==> src/rtl/inst_fetch_queue.sv <==
// -----------------------------------------------------------------------------
// inst_fetch_queue
//  Instruction front end. Issues reads to a synchronous instruction memory
//  (1-cycle read latency), buffers returned words with their fetch addresses in
//  a small FIFO and presents the head to the decoder over valid/ready.
//  Supports start (IDLE only), stop (drain buffered words) and redirect
//  (flush + new PC, resumes fetching).
//
//  Ports
//   clk, rst_n               clock, synchronous active-low reset
//   start, start_addr        begin fetching at start_addr (IDLE only)
//   stop                     stop issuing reads, drain the buffer
//   redir_valid, redir_addr  flush everything and fetch from redir_addr
//   imem_en, imem_addr       memory read request
//   imem_rdata               memory read data, valid the cycle after imem_en
//   inst_valid, inst_data,
//   inst_pc, inst_ready      head-of-queue handshake to the decoder
//   busy                     high while fetching or draining
// -----------------------------------------------------------------------------
module inst_fetch_queue #(
   parameter int unsigned INST_WIDTH = 32,
   parameter int unsigned ADDR_WIDTH = 10,
   parameter int unsigned FIFO_DEPTH = 4,
   parameter int unsigned DEPTH_LOG2 = 2
) (
   input  logic                  clk,
   input  logic                  rst_n,
   input  logic                  start,
   input  logic [ADDR_WIDTH-1:0] start_addr,
   input  logic                  stop,
   input  logic                  redir_valid,
   input  logic [ADDR_WIDTH-1:0] redir_addr,
   output logic                  imem_en,
   output logic [ADDR_WIDTH-1:0] imem_addr,
   input  logic [INST_WIDTH-1:0] imem_rdata,
   output logic                  inst_valid,
   output logic [INST_WIDTH-1:0] inst_data,
   output logic [ADDR_WIDTH-1:0] inst_pc,
   input  logic                  inst_ready,
   output logic                  busy
);

   typedef enum logic [1:0] {
      ST_IDLE  = 2'd0,
      ST_FETCH = 2'd1,
      ST_DRAIN = 2'd2
   } state_e;

   localparam logic [DEPTH_LOG2+1:0] DEPTH_L = FIFO_DEPTH[DEPTH_LOG2+1:0];

   state_e                  state_q, state_d;
   logic [ADDR_WIDTH-1:0]   pc_q, pc_d;
   logic [ADDR_WIDTH-1:0]   req_addr_q, req_addr_d;
   logic                    inflight_q, inflight_d;
   logic [DEPTH_LOG2:0]     count_q, count_d;
   logic [DEPTH_LOG2-1:0]   rd_ptr_q, rd_ptr_d;
   logic [DEPTH_LOG2-1:0]   wr_ptr_q, wr_ptr_d;
   logic [INST_WIDTH-1:0]   inst_data_q, inst_data_d;
   logic [ADDR_WIDTH-1:0]   inst_pc_q, inst_pc_d;
   logic                    busy_q, busy_d;

   logic [INST_WIDTH-1:0]   data_mem_q [FIFO_DEPTH];
   logic [ADDR_WIDTH-1:0]   pc_mem_q   [FIFO_DEPTH];

   logic                    redir;
   logic                    issue;
   logic                    push;
   logic                    pop;
   logic                    head_is_new;
   logic [DEPTH_LOG2+1:0]   occupancy;

   always_comb begin
      redir     = redir_valid & (state_q != ST_IDLE);
      occupancy = {1'b0, count_q} + {{(DEPTH_LOG2 + 1){1'b0}}, inflight_q};
      // Reserve a slot for every outstanding read; a same-cycle pop is not credited.
      issue     = (state_q == ST_FETCH) & (occupancy < DEPTH_L) & ~redir_valid;
      push      = inflight_q & ~redir;
      pop       = (count_q != '0) & inst_ready & ~redir;
      // Head after this edge is the word being pushed when nothing older survives.
      head_is_new = (count_q == '0) | (pop & (count_q == {{DEPTH_LOG2{1'b0}}, 1'b1}));
   end

   always_comb begin
      state_d     = state_q;
      pc_d        = pc_q;
      req_addr_d  = req_addr_q;
      inflight_d  = issue;
      count_d     = count_q;
      rd_ptr_d    = rd_ptr_q;
      wr_ptr_d    = wr_ptr_q;
      inst_data_d = inst_data_q;
      inst_pc_d   = inst_pc_q;

      if (issue) begin
         pc_d       = pc_q + 1'b1;
         req_addr_d = pc_q;
      end

      if (push) wr_ptr_d = wr_ptr_q + 1'b1;
      if (pop)  rd_ptr_d = rd_ptr_q + 1'b1;

      unique case ({push, pop})
         2'b10:   count_d = count_q + 1'b1;
         2'b01:   count_d = count_q - 1'b1;
         default: count_d = count_q;
      endcase

      unique case (state_q)
         ST_IDLE: begin
            if (start) begin
               state_d = ST_FETCH;
               pc_d    = start_addr;
            end
         end
         ST_FETCH: begin
            if (stop) state_d = ST_DRAIN;
         end
         ST_DRAIN: begin
            if ((count_q == '0) && !inflight_q) state_d = ST_IDLE;
         end
         default: state_d = ST_IDLE;
      endcase

      // Redirect overrides everything decided above for this edge.
      if (redir) begin
         state_d    = ST_FETCH;
         pc_d       = redir_addr;
         inflight_d = 1'b0;
         count_d    = '0;
         rd_ptr_d   = '0;
         wr_ptr_d   = '0;
      end

      // Output head is registered so it holds its last value while empty.
      if (count_d != '0) begin
         if (head_is_new) begin
            inst_data_d = imem_rdata;
            inst_pc_d   = req_addr_q;
         end else begin
            inst_data_d = data_mem_q[rd_ptr_d];
            inst_pc_d   = pc_mem_q[rd_ptr_d];
         end
      end

      busy_d = (state_d != ST_IDLE);
   end

   always_ff @(posedge clk) begin
      if (!rst_n) begin
         state_q     <= ST_IDLE;
         pc_q        <= '0;
         req_addr_q  <= '0;
         inflight_q  <= 1'b0;
         count_q     <= '0;
         rd_ptr_q    <= '0;
         wr_ptr_q    <= '0;
         inst_data_q <= '0;
         inst_pc_q   <= '0;
         busy_q      <= 1'b0;
      end else begin
         state_q     <= state_d;
         pc_q        <= pc_d;
         req_addr_q  <= req_addr_d;
         inflight_q  <= inflight_d;
         count_q     <= count_d;
         rd_ptr_q    <= rd_ptr_d;
         wr_ptr_q    <= wr_ptr_d;
         inst_data_q <= inst_data_d;
         inst_pc_q   <= inst_pc_d;
         busy_q      <= busy_d;
      end
   end

   always_ff @(posedge clk) begin
      if (rst_n && push) begin
         data_mem_q[wr_ptr_q] <= imem_rdata;
         pc_mem_q[wr_ptr_q]   <= req_addr_q;
      end
   end

   assign imem_en    = issue;
   assign imem_addr  = pc_q;
   assign inst_valid = (count_q != '0);
   assign inst_data  = inst_data_q;
   assign inst_pc    = inst_pc_q;
   assign busy       = busy_q;

endmodule
==> config.mk <==
export PLATFORM = sky130hd
export DESIGN_NAME = inst_fetch_queue
export DESIGN_NICKNAME = d
export VERILOG_FILES = /design/src/rtl/inst_fetch_queue.sv
export SDC_FILE = /design/constraint.sdc
export NUM_CORES = 1
export LEC_CHECK = 0
export CAP_MARGIN = 5
export CORE_ASPECT_RATIO = 1.1
export CORE_MARGIN = 1
export CORE_UTILIZATION = 40
export CTS_CLUSTER_SIZE = 10
export DETAILED_ROUTE_END_ITERATION = 10
export GPL_ROUTABILITY_DRIVEN = 0
export PLACE_DENSITY = 0.59
export SYNTH_ARGS = -nofsm -noshare
export SYNTH_HDL_FRONTEND = slang
export SYNTH_SLANG_ARGS = --single-unit
==> constraint.sdc <==
create_clock -name clk -period 5.88 [get_ports clk]
set_input_delay 0.882 -clock clk [delete_from_list [all_inputs] [get_ports clk]]
set_output_delay 0.882 -clock clk [all_outputs]
set_load 0.01 [all_outputs]
==> reports/summary.txt, run 1 <==
Clock skew = 0.02236 ns
Crit-path max cell delay = 1.06 ns
Setup WS pre-CTS = 1.446 ns
CTS H-tree depth = 1
Die height = 175.3 um
Layout cells sized above 1 = 13.33%
IO buf count = 112
Hold-fix buffers, CTS = 0
First-pass GRT wire length = 45400 um
Die area = 27970 um^2
Vias in the first global route = 7925
Max rail drop VDD = 0.1556 mV
Crit path DAT = 4.39 ns
I/O pin total = 113
Antenna cell count = 0
Post-synth EDFFs = 168
RSZ-0062 raised after global routing = false
GRT Total Usage = 20.65%
Startpoint Class = flop
Syn_nets = 986
CP Capture Type = flop
Largest net degree at the start of global routing = 52
Post-DP HPWL = 16670 um
Hold WC Path Type = reg2reg
Via count = 8013
Final setup viols = 0
FF-to-FF End = inst_pc[0]
Setup Buffers After CTS = 0
Clock Tree Root = clkbuf_16
Async set or reset register ratio after synthesis = 0%
Leak = 4.223 nW
Status = finished clean
Clock transition at path regs = 0.06 ns
Synth warn = 0
Final Cell Area = 13180 um^2
Antenna Nets Post-Route = 0
Initial DRC Count = 605
Resize count post-CTS = 0
Aggregate routed wire length = 28890 um
Worst slew pin tran = 1.259 ns
Clk sinks = 241
Fmax = 251.7 MHz
FF-to-FF path depth = 10
Placed cell area = 12350 um^2
CTS Buf Count = 28
#FFs+latches synth = 241
Distinct cells, synth = 52
Post-synthesis cell area = 10920 um^2
CTS tree = built
Layout area overhead = 20.69%
Final setup margin = 1.907 ns
Max Cap Violations = 0
Core area = 26880 um^2
Cells after Synth = 917
Reg2Reg Setup Slack = 1.91 ns
Clk Latency, worst-skew pair = 0.55 ns
TNS Setup = 0 ns
Max-slew headroom = 15.47%
Worst Path Max Fanout = 45
Pins over their slew limit = 0
Final Hold Fails = 0
DR DRC count = 0
Sequential share of the synthesized area = 59.56%
Worst Setup SP = count_q[0]
Top FF cell, synth = edfxtp_1
Fill count = 2413
R2R Path Start = count_q[0]
Row count = 63
Vias per cell = 5.786
Fin nets = 1075
Max clock buf depth = 3
Setup crit end = inst_pc[0]
Starting Density = 40.64%
Period Utilization, post-route = 67.58%
Crit-path cells = inv_1, ha_1, nor2b_4, inv_2, mux2i_1, nor4_4, buf_4, nand2b_1, a221oi_1, nor2_1
Final Total Pwr = 3.901 mW
Setup CP Type = reg2reg
Grt ovf = 0
Slowest cell on the critical path = nor4_4
Pre-antenna DRT Iters = 5
Tmin final = 3.973 ns
Drt wl/cell = 20.86 um
CP required = 6.30 ns
Syn_area_per_cell = 11.91 um^2
Initial antenna violation count = 0
Pwr per Cell Area = 295.9 nW/um^2
Die X = 159.6 um
==> routing by layer <==
metal	routed length [um]	global-route usage (%)
met5	0	0
met4	549	6.330
met3	1602	3.117
met2	13420	33.10
met1	13320	28.88
==> stage by stage <==
stage	utilization [%]	hold slack [ns]	instances
after floorplan	-	0.4757	917
after global placement	45.94	0.4711	1333
after detailed placement	45.94	0.4724	1333
after CTS	49.04	0.4836	1385
after global routing	49.04	0.5006	1385
final	49.04	0.4865	1385
==> area by class of cell <==
class	instances	area, um^2	area share, %
Inverter	16	60.06	0.4556
Multi-Input combinational cell	582	4033	30.59
Clock inverter	1	5.005	0.03797
Timing Repair Buffer	137	1304	9.890
Tap cell	357	446.7	3.388
Clock buffer	51	828.3	6.283
Sequential cell	241	6506	49.35
==> power breakdown <==
| group | switching, mW | leakage, nW | internal [mW] |
|---|---|---|---|
| clock | 0.653 | 0.399 | 0.938 |
| sequential | 0.0387 | 2.11 | 1.86 |
| combinational | 0.229 | 1.71 | 0.181 |
| total | 0.921 | 4.22 | 2.98 |
==> worst min path at each step <==
stage	from	to	slack [ns]	cells past startpoint
finish	imem_addr[9]	req_addr_q[9]	0.49	2
global placement	imem_addr[9]	req_addr_q[9]	0.47	2
global route	imem_addr[9]	req_addr_q[9]	0.50	2
detailed placement	imem_addr[9]	req_addr_q[9]	0.47	2
floorplan	req_addr_q[0]	req_addr_q[0]	0.48	2
CTS	imem_addr[9]	req_addr_q[9]	0.48	2
==> Yosys cell counts, types with 2 or more instances <==
cell type / number / share of area (%)
edfxtp_1: 168 / 46
nor3_1: 83 / 3.8
dfxtp_1: 73 / 13
nor2_1: 59 / 2.0
o21ai_0: 52 / 2.4
and3_1: 45 / 2.6
clkbuf_1: 44 / 1.5
nand2b_1: 42 / 2.4
a211oi_1: 40 / 2.7
nor4_1: 39 / 2.2
o221ai_2: 38 / 5.2
nand2_1: 36 / 1.2
a221oi_1: 23 / 1.8
a21oi_1: 22 / 1.0
buf_2: 21 / 0.96
a221oi_2: 17 / 2.3
inv_1: 13 / 0.45
ha_1: 11 / 1.3
o22ai_1: 8 / 0.46
a22oi_1: 7 / 0.48
nand3_1: 6 / 0.27
xor2_1: 6 / 0.48
buf_1: 5 / 0.17
xnor2_1: 5 / 0.40
buf_4: 4 / 0.27
buf_6: 4 / 0.41
nor2b_1: 4 / 0.23
mux2_2: 3 / 0.31
mux2i_1: 3 / 0.27
nand3b_1: 3 / 0.21
nand4_1: 3 / 0.17
o221ai_1: 3 / 0.24
inv_2: 2 / 0.069
nor4b_1: 2 / 0.16
o21a_2: 2 / 0.16
o21ai_1: 2 / 0.092
o221a_2: 2 / 0.21
or2_2: 2 / 0.11
or3_1: 2 / 0.11
==> cells by family (layout without fill, tap and decap cells) <==
kind of cell             after synthesis  count (layout)  synth area share, %
flip-flops                           241             241                59.56
multiplexers                           6               6               0.5842
XOR/XNOR                              11              11               0.8820
buffers and inverters                 94             205                3.883
AO/OA/AOI/OAI                        223             223                17.74
adder cells (fa/ha/maj)               11              11                1.260
AND/OR/NAND/NOR                      331             331                16.08
==> sequential cells by signal (all words and copies together), names as in the netlist <==
name and count:
data_mem_q 128, pc_mem_q 40, inst_data 32, imem_addr 10, inst_pc 10, req_addr_q 10, count_q 3, rd_ptr_q 2
state_q 2, wr_ptr_q 2, busy 1, inflight_q 1
==> critical path, delay by kind of cell (launching register included) <==
kind | cells | cell delay [ns]
adder cells (fa/ha/maj) | 1 | 0.21
buffers and inverters | 3 | 1.30
AND/OR/NAND/NOR | 4 | 1.39
multiplexers | 1 | 0.25
flip-flops | 1 | 0.45
AO/OA/AOI/OAI | 1 | 0.27
==> cell usage in the layout (no fill, tap or decap), types with 8 or more instances in the layout <==
cell and count:
nor2_1 58, dfxtp_1 73, o221ai_2 38, a221oi_1 23
clkbuf_1 20, a21oi_1 22, nand2_1 34, o22ai_1 8
clkdlybuf4s50_1 111, and3_1 41, ha_1 11, a221oi_2 17
a211oi_1 40, edfxtp_1 168, nor3_1 83, inv_1 13
nor4_1 39, o21ai_0 52, nand2b_1 41, clkbuf_16 29
buf_4 25
No activity file was read; power rests on OpenSTA's default activity.
==> run 2, diff against run 1 <==
- clock period: 5.88 -> 3.8 ns (I/O delays scaled with it)
==> run 2 against run 1 <==
  * Cell area up 1.2%
  * Non-clock buffer count grew 10
  * Combinational power increased by 59%
  * Sequential share of layout area down 0.57 points
  * Worst hold slack better by 0.015 ns
  * Via count is 0.34% higher
==> reports/summary.txt, run 2 (synthesis results as in run 1) <==
Status = finished clean
Fmax = 297.2 MHz
Hold Crit Endpoint = req_addr_q[9]
Grt ovf = 0
Layout area overhead = 22.10%
CP required = 3.23 ns
CTS tree = built
Antenna cell count = 0
CP Capture Type = output port
Clk Latency, worst-skew pair = 0.53 ns
Tmin final = 3.364 ns
Hold path depth = 2
DR DRC count = 0
Startpoint Class = flop
GRT Total Usage = 20.60%
Seq pwr share = 48.8%
Pre-antenna DRT Iters = 4
IO buf count = 112
Clock Tree Root = clkbuf_16
Vias per cell = 5.772
Largest net degree at the start of global routing = 51
Hold WC Path Type = reg2reg
Die height = 175.3 um
R2R Path Start = count_q[0]
Max Cap Violations = 0
Cell Count, Final, Fillers Out = 1393
Worst Path Max Fanout = 20
Aggregate routed wire length = 28870 um
Reg2Reg Setup Slack = 0.75 ns
Clock transition at path regs = 0.05 ns
Die X = 159.6 um
FF-to-FF path depth = 13
Initial antenna violation count = 0
Period Utilization, post-route = 88.54%
Final Hold Fails = 0
Hold Crit Start = imem_addr[9]
Starting Density = 40.64%
Final setup viols = 0
CTS Buf Count = 28
Post-DP HPWL = 16500 um
Row count = 63
Die area = 27970 um^2
Fill count = 2406
Max-slew headroom = 51.02%
Clock share of power = 40.3%
I/O pin total = 113
Cells after DPL = 1343
Setup CP Type = reg2out
Max clock buf depth = 3
Commonest non-fill, non-tap cell in the layout = edfxtp_1
Top reg by flops = data_mem_q
Final hold slack = 0.5018 ns
Switch share = 23.29%
Core area = 26880 um^2
RSZ-0062 raised after global routing = false
Resize count post-CTS = 0
CTS H-tree depth = 1
Leak = 4.289 nW
Worst slew pin tran = 0.7330 ns
Max rail drop VDD = 0.2518 mV
First-pass GRT wire length = 45330 um
Via count = 8040
TNS Setup = 0 ns
Clk sinks = 241
Combinational power share = 10.9%
Drt wl/cell = 20.73 um
Crit path DAT = 2.79 ns
Fin nets = 1085
Setup Buffers After CTS = 0
Pwr per Cell Area = 451.6 nW/um^2
NetSw = 1.403 mW
Layout cells sized above 1 = 14.09%
Vias in the first global route = 8088
Internal = 4.620 mW
Clock skew = 0.009362 ns
Most frequent cells in the layout = edfxtp_1, clkdlybuf4s50_1, nor3_1, dfxtp_1, nor2_1
Antenna Nets Post-Route = 0
FF-to-FF End = inst_pc[3]
Pins over their slew limit = 0
Initial DRC Count = 708
Largest register FFs = 128
Hold-fix buffers, CTS = 0
[run 2: cell types whose count changed in the layout (fill, tap and decap cells not counted)]
cell / change
buf_12: +7
buf_4: +3
clkbuf_1: -1
clkinv_2: -1
[run 2: how the worst max path moves through the flow]
stage                           from            end  slack (ns)
after floorplan           count_q[0]  inst_data[21]        0.65
after global placement    inst_ready  inst_data[10]        0.47
after detailed placement  inst_ready     inst_pc[9]        0.41
after CTS                 count_q[0]     inst_valid        0.45
after global routing      count_q[0]     inst_valid        0.32
final                     count_q[0]     inst_valid        0.44
[run 2: per-stage QoR]
step / power (mW) / worst slack [ns] / instance area, um^2 / utilization (%)
final: 6.022 / 0.4356 / 13340 / 49.62
after CTS: 6.077 / 0.4520 / 13340 / 49.62
after global routing: 6.231 / 0.3165 / 13340 / 49.62
after global placement: 3.646 / 0.4711 / 12510 / 46.55
after floorplan: 3.298 / 0.6464 / 10920 / -
after detailed placement: 3.650 / 0.4073 / 12510 / 46.55
[run 2: power groups by stage]
| stage | registers, mW | logic [mW] | clock network [mW] |
|---|---|---|---|
| detailed placement | 2.99 | 0.655 | 0 |
| CTS | 2.94 | 0.658 | 2.48 |
| global placement | 3.00 | 0.650 | 0 |
| floorplan | 3.01 | 0.290 | 0 |
| global route | 2.95 | 0.707 | 2.57 |
| finish | 2.94 | 0.653 | 2.43 |
[run 2: layout make-up]
class                      instances  area (um^2)  area share [%]
sequential                       241         6506           48.79
clock buffer                      50        824.5           6.183
tap                              357        446.7           3.349
multi-input combinational        582         4033           30.24
inverter                          16        60.06          0.4503
timing repair buffer             147         1466           11.00
[run 2: worst max-delay path, cell delays in order (launching register included)]
cell and delay (ns):
dfxtp_1 0.47, inv_1 0.14, ha_1 0.22, nor2b_4 0.14, inv_2 0.38, buf_4 0.33
clkdlybuf4s50_1 0.58
[run 2: routing by layer]
layer,share of wire (%),GRT usage [%]
met5,0,0
met4,1.8,5.048
met3,5.2,2.857
met2,47,34.02
met1,46,28.59
==> run 3, diff against run 2 <==
- GPL_TIMING_DRIVEN: not set -> 1
- REMOVE_ABC_BUFFERS: not set -> 1
- SKIP_LAST_GASP: not set -> 1
==> run 3 against run 2 <==
  * Non-clock buffer count is 4 higher
  * Largest cell class unchanged
  * Largest power group unchanged
  * Fmax is 2.0% lower
  * Clock power hardly changed
==> reports/summary.txt, run 3 (synthesis results as in run 1) <==
Placed cell area = 12530 um^2
Startpoint Class = flop
Via count = 8184
Resize count post-CTS = 0
Reg2Reg Setup Slack = 0.75 ns
Setup CP Type = reg2out
Starting Density = 40.64%
Aggregate routed wire length = 29520 um
Fill count = 2371
Status = finished clean
Fmax = 291.4 MHz
Grt ovf = 0
Max-slew headroom = 51.55%
Antenna cell count = 0
Hold WC Path Type = reg2reg
Hold Crit Start = imem_addr[9]
IO buf count = 112
Top reg by flops = data_mem_q
Seq pwr share = 48.9%
CP Capture Type = output port
Clock transition at path regs = 0.05 ns
Initial antenna violation count = 0
I/O pin total = 113
Worst slew pin tran = 0.7241 ns
DR DRC count = 0
CP bufs+invs = 4
Clk sinks = 241
Hold path depth = 2
Initial DRC Count = 588
Pwr per Cell Area = 450.1 nW/um^2
Crit path DAT = 2.86 ns
Post-DP HPWL = 17480 um
Crit-path cells = inv_1, ha_1, nor2b_4, inv_2, buf_4, clkdlybuf4s50_1
Pre-antenna DRT Iters = 5
Final Total Pwr = 6.007 mW
Max Cap Violations = 0
Internal = 4.594 mW
Clock Tree Root = clkbuf_16
Vias in the first global route = 8258
GRT Total Usage = 21.15%
Fin nets = 1089
Largest net degree at the start of global routing = 47
Layout cells sized above 1 = 14.40%
RSZ-0062 raised after global routing = false
Combinational power share = 10.9%
Hold Crit Endpoint = req_addr_q[9]
Core area = 26880 um^2
Switch share = 23.53%
Delay-heaviest family, CP = buffers and inverters
Tmin final = 3.432 ns
Clock skew = 0.01534 ns
Clock share of power = 40.1%
Layout area overhead = 22.18%
Most frequent cells in the layout = edfxtp_1, clkdlybuf4s50_1, nor3_1, dfxtp_1, nor2_1
Die X = 159.6 um
Pins over their slew limit = 0
CTS Buf Count = 28
CTS H-tree depth = 1
Clk Latency, worst-skew pair = 0.54 ns
Row count = 63
FF-to-FF End = inst_pc[6]
Hold-fix buffers, CTS = 0
Final Hold Fails = 0
Die height = 175.3 um
FF-to-FF path depth = 13
Vias per cell = 5.850
Commonest non-fill, non-tap cell in the layout = edfxtp_1
Leak = 4.292 nW
Setup Buffers After CTS = 0
CTS tree = built
Final Cell Area = 13350 um^2
Drt wl/cell = 21.10 um
Die area = 27970 um^2
Max rail drop VDD = 0.2936 mV
NetSw = 1.413 mW
Worst Path Max Fanout = 25
Period Utilization, post-route = 90.31%
Crit-path max cell delay = 0.60 ns
Antenna Nets Post-Route = 0
Largest register FFs = 128
Final setup viols = 0
CP required = 3.23 ns
First-pass GRT wire length = 46800 um
Slowest cell on the critical path = clkdlybuf4s50_1
Max clock buf depth = 3
TNS Setup = 0 ns
R2R Path Start = count_q[0]
run 3: cell types whose count changed in the layout (fill, tap and decap cells not counted):
cell      change
buf_12        -1
buf_4         +5
clkbuf_1      +3
clkbuf_8      -2
clkinv_2      +1
nand2_1       -1
nand2_2       +1
run 3: routing by layer:
metal	part of all wire [%]	track usage, %	routed length [um]	vias up
li1	-	-	-	3789
met1	44	28.12	12970	4067
met2	48	35.43	14320	287
met3	5.9	3.471	1728	41
met4	1.7	6.410	506	0
met5	0	0	0	-
run 3: how the worst max path moves through the flow:
stage	start	endpoint	slack, ns	cells after the start
floorplan	count_q[0]	inst_data[0]	-1.63	12
global placement	inst_ready	inst_data[9]	0.46	12
detailed placement	inst_ready	inst_data[27]	0.38	12
CTS	count_q[0]	inst_valid	0.36	6
global route	count_q[0]	inst_valid	0.23	6
finish	count_q[0]	inst_valid	0.37	6
run 3: cell type report:
type	count	area (um^2)	area share, %
sequential	241	6506	48.75
multi-input combinational	582	4035	30.24
timing repair buffer	151	1484	11.12
clock buffer	51	808.3	6.057
tap	357	446.7	3.347
inverter	16	60.06	0.4500
clock inverter	1	5.005	0.03750
run 3: metrics by stage:
step | hold WS, ns | instances | setup slack (ns) | util (%)
floorplan | 0.4757 | 839 | -1.628 | -
global placement | 0.4802 | 1347 | 0.4599 | 46.62
detailed placement | 0.4761 | 1347 | 0.3809 | 46.62
CTS | 0.4869 | 1399 | 0.3593 | 49.65
global route | 0.5097 | 1399 | 0.2312 | 49.65
finish | 0.4818 | 1399 | 0.3684 | 49.65
run 3: power by group through the flow:
stage | registers, mW | logic, mW | clock network [mW]
3_3_place_gp | 2.99 | 0.651 | 0
6_report | 2.94 | 0.657 | 2.41
5_1_grt | 2.95 | 0.711 | 2.57
3_5_place_dp | 2.99 | 0.658 | 0
2_1_floorplan | 3.01 | 0.261 | 0
4_1_cts | 2.94 | 0.661 | 2.46
run 3: tightest hold or removal path, stage by stage (launching register included):
cell	delay, ns
dfxtp_1	0.33
nand2_1	0.06
a21oi_1	0.05
